File: config.mk
export PLATFORM = sky130hd
export DESIGN_NAME = regbank32_write
export DESIGN_NICKNAME = d
export VERILOG_FILES = /design/src/rtl/mips_pkg.sv /design/src/rtl/decoder5to32.sv /design/src/rtl/regbank32_write.sv
export SDC_FILE = /design/constraint.sdc
export NUM_CORES = 2
export LEC_CHECK = 0
export ABC_AREA = 1
export CORE_AREA = 5 5 414 416
export CTS_BUF_LIST = sky130_fd_sc_hd__clkbuf_4 sky130_fd_sc_hd__clkbuf_8
export CTS_CLUSTER_DIAMETER = 120
export DETAILED_ROUTE_END_ITERATION = 8
export DIE_AREA = 0 0 419 421
export HOLD_SLACK_MARGIN = 0.05
export PLACE_DENSITY = 0.43
export SKIP_CTS_REPAIR_TIMING = 1
export SLEW_MARGIN = 30
export SYNTH_ARGS = -nofsm -noshare
export SYNTH_HDL_FRONTEND = slang
export SYNTH_SLANG_ARGS = --single-unit
File: constraint.sdc
create_clock -name Clk -period 2.2 [get_ports Clk]
set_input_delay 0.44 -clock Clk [delete_from_list [all_inputs] [get_ports Clk]]
set_output_delay 0.44 -clock Clk [all_outputs]
set_load 0.005 [all_outputs]
File: src/rtl/mips_pkg.sv
// Shared MIPS datapath constants: register widths, counts and well-known register indices.
package mips_pkg;

  localparam int unsigned REG_W      = 32;
  localparam int unsigned REG_ADDR_W = 5;
  localparam int unsigned NUM_REGS   = 32;

  localparam logic [REG_ADDR_W-1:0] REG_ZERO = 5'd0;
  localparam logic [REG_ADDR_W-1:0] REG_SP   = 5'd29;
  localparam logic [REG_ADDR_W-1:0] REG_RA   = 5'd31;

endpackage : mips_pkg

File: src/rtl/decoder5to32.sv
// 5-bit index to one-hot enable decoder; counterpart of mux32to1, also used for CP0 writes.
module decoder5to32
  import mips_pkg::*;
(
  input  logic                  En,
  input  logic [REG_ADDR_W-1:0] Sel,
  output logic [NUM_REGS-1:0]   Y
);

  always_comb begin
    Y = '0;
    if (En) begin
      Y[Sel] = 1'b1;
    end
  end

endmodule : decoder5to32

File: src/rtl/regbank32_write.sv
// Write side of the 32 x WIDTH MIPS register bank: decoded enables, 31 storage registers
// ($0 hardwired to zero) and a registered write-commit strobe with index.
module regbank32_write
  import mips_pkg::*;
#(
  parameter int unsigned WIDTH = REG_W
) (
  input  logic                  Clk,
  input  logic                  Reset,
  input  logic                  WrEn,
  input  logic [REG_ADDR_W-1:0] WrAddr,
  input  logic [WIDTH-1:0]      WrData,
  output logic [WIDTH-1:0]      Q0,
  output logic [WIDTH-1:0]      Q1,
  output logic [WIDTH-1:0]      Q2,
  output logic [WIDTH-1:0]      Q3,
  output logic [WIDTH-1:0]      Q4,
  output logic [WIDTH-1:0]      Q5,
  output logic [WIDTH-1:0]      Q6,
  output logic [WIDTH-1:0]      Q7,
  output logic [WIDTH-1:0]      Q8,
  output logic [WIDTH-1:0]      Q9,
  output logic [WIDTH-1:0]      Q10,
  output logic [WIDTH-1:0]      Q11,
  output logic [WIDTH-1:0]      Q12,
  output logic [WIDTH-1:0]      Q13,
  output logic [WIDTH-1:0]      Q14,
  output logic [WIDTH-1:0]      Q15,
  output logic [WIDTH-1:0]      Q16,
  output logic [WIDTH-1:0]      Q17,
  output logic [WIDTH-1:0]      Q18,
  output logic [WIDTH-1:0]      Q19,
  output logic [WIDTH-1:0]      Q20,
  output logic [WIDTH-1:0]      Q21,
  output logic [WIDTH-1:0]      Q22,
  output logic [WIDTH-1:0]      Q23,
  output logic [WIDTH-1:0]      Q24,
  output logic [WIDTH-1:0]      Q25,
  output logic [WIDTH-1:0]      Q26,
  output logic [WIDTH-1:0]      Q27,
  output logic [WIDTH-1:0]      Q28,
  output logic [WIDTH-1:0]      Q29,
  output logic [WIDTH-1:0]      Q30,
  output logic [WIDTH-1:0]      Q31,
  output logic                  WrDone,
  output logic [REG_ADDR_W-1:0] WrIdx
);

  localparam int unsigned NREGS = NUM_REGS;

  logic [NREGS-1:0] w_en;
  logic [WIDTH-1:0] w_q [NREGS];
  logic             w_commit;

  decoder5to32 u_dec (
    .En  (WrEn),
    .Sel (WrAddr),
    .Y   (w_en)
  );

  assign w_q[0] = '0;

  for (genvar i = 1; i < NREGS; i++) begin : g_reg
    logic [WIDTH-1:0] r_val;

    always_ff @(posedge Clk) begin
      if (Reset) begin
        r_val <= '0;
      end else if (w_en[i]) begin
        r_val <= WrData;
      end
    end

    assign w_q[i] = r_val;
  end

  // A write to $0 is decoded but discarded, so it must not raise the commit strobe.
  assign w_commit = WrEn & ~w_en[REG_ZERO];

  always_ff @(posedge Clk) begin
    if (Reset) begin
      WrDone <= 1'b0;
      WrIdx  <= '0;
    end else begin
      WrDone <= w_commit;
      if (w_commit) begin
        WrIdx <= WrAddr;
      end
    end
  end

  assign Q0  = w_q[0];
  assign Q1  = w_q[1];
  assign Q2  = w_q[2];
  assign Q3  = w_q[3];
  assign Q4  = w_q[4];
  assign Q5  = w_q[5];
  assign Q6  = w_q[6];
  assign Q7  = w_q[7];
  assign Q8  = w_q[8];
  assign Q9  = w_q[9];
  assign Q10 = w_q[10];
  assign Q11 = w_q[11];
  assign Q12 = w_q[12];
  assign Q13 = w_q[13];
  assign Q14 = w_q[14];
  assign Q15 = w_q[15];
  assign Q16 = w_q[16];
  assign Q17 = w_q[17];
  assign Q18 = w_q[18];
  assign Q19 = w_q[19];
  assign Q20 = w_q[20];
  assign Q21 = w_q[21];
  assign Q22 = w_q[22];
  assign Q23 = w_q[23];
  assign Q24 = w_q[24];
  assign Q25 = w_q[25];
  assign Q26 = w_q[26];
  assign Q27 = w_q[27];
  assign Q28 = w_q[28];
  assign Q29 = w_q[29];
  assign Q30 = w_q[30];
  assign Q31 = w_q[31];

endmodule : regbank32_write
== Word-level counts from Yosys, hierarchy flattened ==
Index checks and enable logic that the tools add are counted.

* Magnitude comparators: 2
* Multiplexer cells: 3
* Bitwise gates (word level): 2
* Reduce and logical (&&, ||, !) cells: 1

{| class="wikitable"
|+ Operators by type and width
! kind !! number
|-
| 32-bit 2-to-1 mux || 1
|-
| 5-bit by 6-bit less-than comparator with 1-bit output (second input constant) || 1
|-
| 1-bit demux with 5-bit select || 1
|-
| 5-bit by 1-bit greater-or-equal comparator with 1-bit output (second input constant) || 1
|-
| 1-bit AND || 1
|-
| 1-bit logical AND || 1
|-
| 1-bit 2-to-1 mux || 1
|-
| 1-bit NOT || 1
|}

* Register bits: 998
* Input port bits: 40
* Output and inout port bits: 1,030

== Depth between registers and ports, before layout ==
* Depth after elaboration: 7
* Mapped depth: 8
* Mapped depth without buffers: 7

== Hierarchy ==
From an unflattened synthesis, not the netlist that was laid out.

* Cell total of the unflattened synthesis: 4,510
* Area, all modules: 34,769.6 um^2

{| class="wikitable"
|+ Modules (own cells, without submodules)
! module !! instances !! cells an instance !! area each (um^2) !! seq. area each (um^2)
|-
| regbank32_write || 1 || 4,460 || 34,569.4 || 19,979.2
|-
| decoder5to32 || 1 || 50 || 200.2 || 0.0
|}

== Least setup slack after synthesis ==
Ideal clock, no wire load.

* Path type: input port to flip-flop
* Start point: in WrEn
* End point: reg g_reg[19].r_val[10], in the netlist Q19[10]
* Setup time: 0.116 ns
* Arrival: 1.418 ns
* Required time: 2.084 ns
* Slack: 0.667 ns
* Stages on the path: 7
* Cells stage by stage: buf_2 -> nand3_2 -> nor2_1 -> inv_1 -> buf_2 -> nor2_1 -> nor2_1

* Longest elaborated chain between the ends: 1

{| class="wikitable"
|+ RTL lines
! what !! line !! text
|-
| start, declared || regbank32_write.sv:10 || <nowiki>input logic WrEn,</nowiki>
|-
| 32-bit 2-to-1 mux || decoder5to32.sv:12 || <nowiki>if (En) begin</nowiki>
|-
| end signal, assigned || regbank32_write.sv:70 || <nowiki>r_val <= WrData;</nowiki>
|-
| end, declared || regbank32_write.sv:64 || <nowiki>logic [WIDTH-1:0] r_val;</nowiki>
|}

Every way passes these cells.
A chain may end at the register's enable or synchronous reset.

== Final worst setup path ==
* Start point: reg WrDone
* End point: out WrDone

{| class="wikitable"
|+ RTL lines
! what !! line !! text
|-
| start, declared || regbank32_write.sv:45 || <nowiki>output logic WrDone,</nowiki>
|-
| start signal, assigned || regbank32_write.sv:85 || <nowiki>WrDone <= w_commit;</nowiki>
|}

No word-level cell between the ends.

==> results.toml <==
[min_path]
hold_end = "Q17[10]"
min_delay_path_depth = 4
min_path_type = "in2reg"
hold_start = "WrData[10]"

[grt]
met1_usage_pct = 23.98
grt_max_degree = 66
met3_usage_pct = 6.404
busiest_layer = "met2"
grt_pass1_wl_um = 264500
grt_use_total_pct = 20.84
use_met2_pct = 35.89
grt-ovfl-total = 0
grt_pass1_vias = 32756
antenna_found_initial = 20

[layout]
final_util_pct = 33.66
fin_cells = 7929
final_net_count = 5622
syn_to_final_growth_pct = 61.59
layout_commonest_cell = "nor2_1"
drive_gt1_share_pct = 11.75
final_cell_mix = "nor2_1, dlymetal6s2s_1, o21ai_0, dfxtp_1, clkbuf_8"

[logic_synthesis]
yosys_register_bits = 998
syn_inst = 4508
synth_top_area_share_pct = 57.48
synth_cell_types = 17
synth_warnings = 0
ys_seq_area_share_pct = 57.48
netlist_area_sq_um = 34760
yosys-top-cells-area = "dfxtp_1, nor2_1, o21ai_0, buf_2, clkbuf_1"
synth_area_leader_cell = "dfxtp_1"
syn_area_per_cell_sq_um = 7.710

[clock_tree]
cts_buffers = 182
cts_tree = "done"
htreeDepth = 4
insertion_delay_ps = 920
cts_num_sinks = 998
clkTransAtPathRegs_ps = 60
clock-root-buffer = "clkbuf_8"
clock_path_buffers = 3

[routing]
wl_per_cell_um = 24.50
drt_iter0_drc = 2532
postRouteAntennaNets = 0
drc_errors = 0
dr.pass1.iters = 5
vias = 34545
totalWireLength_um = 194300
viasPerCell = 4.357

[critical_path]
crit_buf_inv = 1
critical_path.top_delay_family = "buffers and inverters"
cp_cell_sequence = "dlymetal6s2s_1"
path_depth = 1
slowest_stage = "dlymetal6s2s_1"
worstReg2RegEnd = "Q3[5]"
cp.arrival_ps = 1580
cp-end-kind = "output port"
r2r_start = "Q3[5]"
reg2regPathDepth = 2
crit_required_ps = 1760
worstSetupPathType = "reg2out"
ff2ff_setup_slack_ps = 1510
slowest_delay_ps = 380
startpoint_type = "flip-flop"
worstPathMaxFanout = 1

[placement]
dpl.cell_count = 7571
gp_congestion = 0.7913
io_buffers = 1037
hpwl_um = 128700

[timing]
rsz0062_at_grt = "false"
setup_viol = 0
fmax_mhz = 496.2
final.period_utilization_pct = 91.60
finClkSkew_ps = 0
finalCriticalPeriod_ps = 2015
drv_slew = 0
max_slew_margin_pct = 60.47
tightest_slew_ps = 593.0
hold_viol = 0

[job]
max-cap-violations = 0

[outcome]
status = "completed"

[floorplanning]
fp.dieArea_sq_um = 176400
chipHeight_um = 421
rows = 150
io_pins = 1070
die_x_um = 419
core-area_sq_um = 166800
initial_core_util_pct = 20.83

[pwr]
power_density_nw_per_um2 = 713.9
ir_worst_vdd_v = 0.0005753
leakagePower_nw = 40.46
[cell type report]
type / instances / area [sq um]
sequential: 998 / 20060
clock inverter: 32 / 281.5
clock buffer: 289 / 3615
tap: 2204 / 2758
multi-input combinational: 3073 / 12930
antenna: 6 / 15.01
timing repair buffer: 1284 / 16340
inverter: 43 / 168.9
fill: 17401 / 110700
[kinds of logic (layout without fill, tap and decap cells)]
| group | after synthesis | in the layout | share of synthesized area [%] |
|---|---|---|---|
| compound gates | 995 | 995 | 14.33 |
| buf+inv | 468 | 1648 | 5.943 |
| flops | 998 | 998 | 57.48 |
| other cells | 1 | 38 | 0.01079 |
| simple gates | 2046 | 2046 | 22.24 |
[power by group]
part	leakage, nW	internal (mW)	switching, mW
clock network	2.08	10.6	8.52
registers	8.09	18.3	0.116
logic	30.3	0.875	1.68
[routing by layer]
metal  up-vias  share of wire [%]
met5         -                  0
met4         0                4.7
met3       331                7.9
met2      1290                 49
met1     16490                 39
li1      16434                  -
[synthesized netlist by cell type]
cell and n:
nor2_1 2010, dfxtp_1 998, o21ai_0 961, clkbuf_1 179
buf_2 151, buf_1 63, inv_1 36, buf_4 32
o21ai_1 31, nand2_1 16, nand3_1 9, inv_2 7
nor2_2 7, a21oi_1 3, nand3_2 3, conb_1 1
nand2_2 1
[worst max path at each step]
| stage | start | endpoint |
|---|---|---|
| 6_report | WrDone | WrDone |
| 5_1_grt | WrDone | WrDone |
| 4_1_cts | WrIdx[4] | WrIdx[4] |
| 3_5_place_dp | WrEn | Q26[9] |
| 3_3_place_gp | WrAddr[3] | Q18[8] |
| 2_1_floorplan | WrEn | Q19[10] |
[stage by stage]
| step | hold WS, ps | cell area [sq um] | total power [mW] | setup TNS (ps) | setup WS (ps) |
|---|---|---|---|---|---|
| final | 119.0 | 56170 | 40.10 | 0 | 184.8 |
| after global placement | 450.0 | 49370 | 21.44 | -56860 | -187.7 |
| after floorplan | 451.3 | 34870 | 19.70 | 0 | 666.6 |
| after CTS | -133.3 | 53260 | 40.74 | -159110 | -377.6 |
| after global routing | 52.62 | 56160 | 41.63 | 0 | 60.01 |
| after detailed placement | 454.6 | 49370 | 21.44 | -79610 | -232.3 |
No activity file was read; power rests on OpenSTA's default activity.
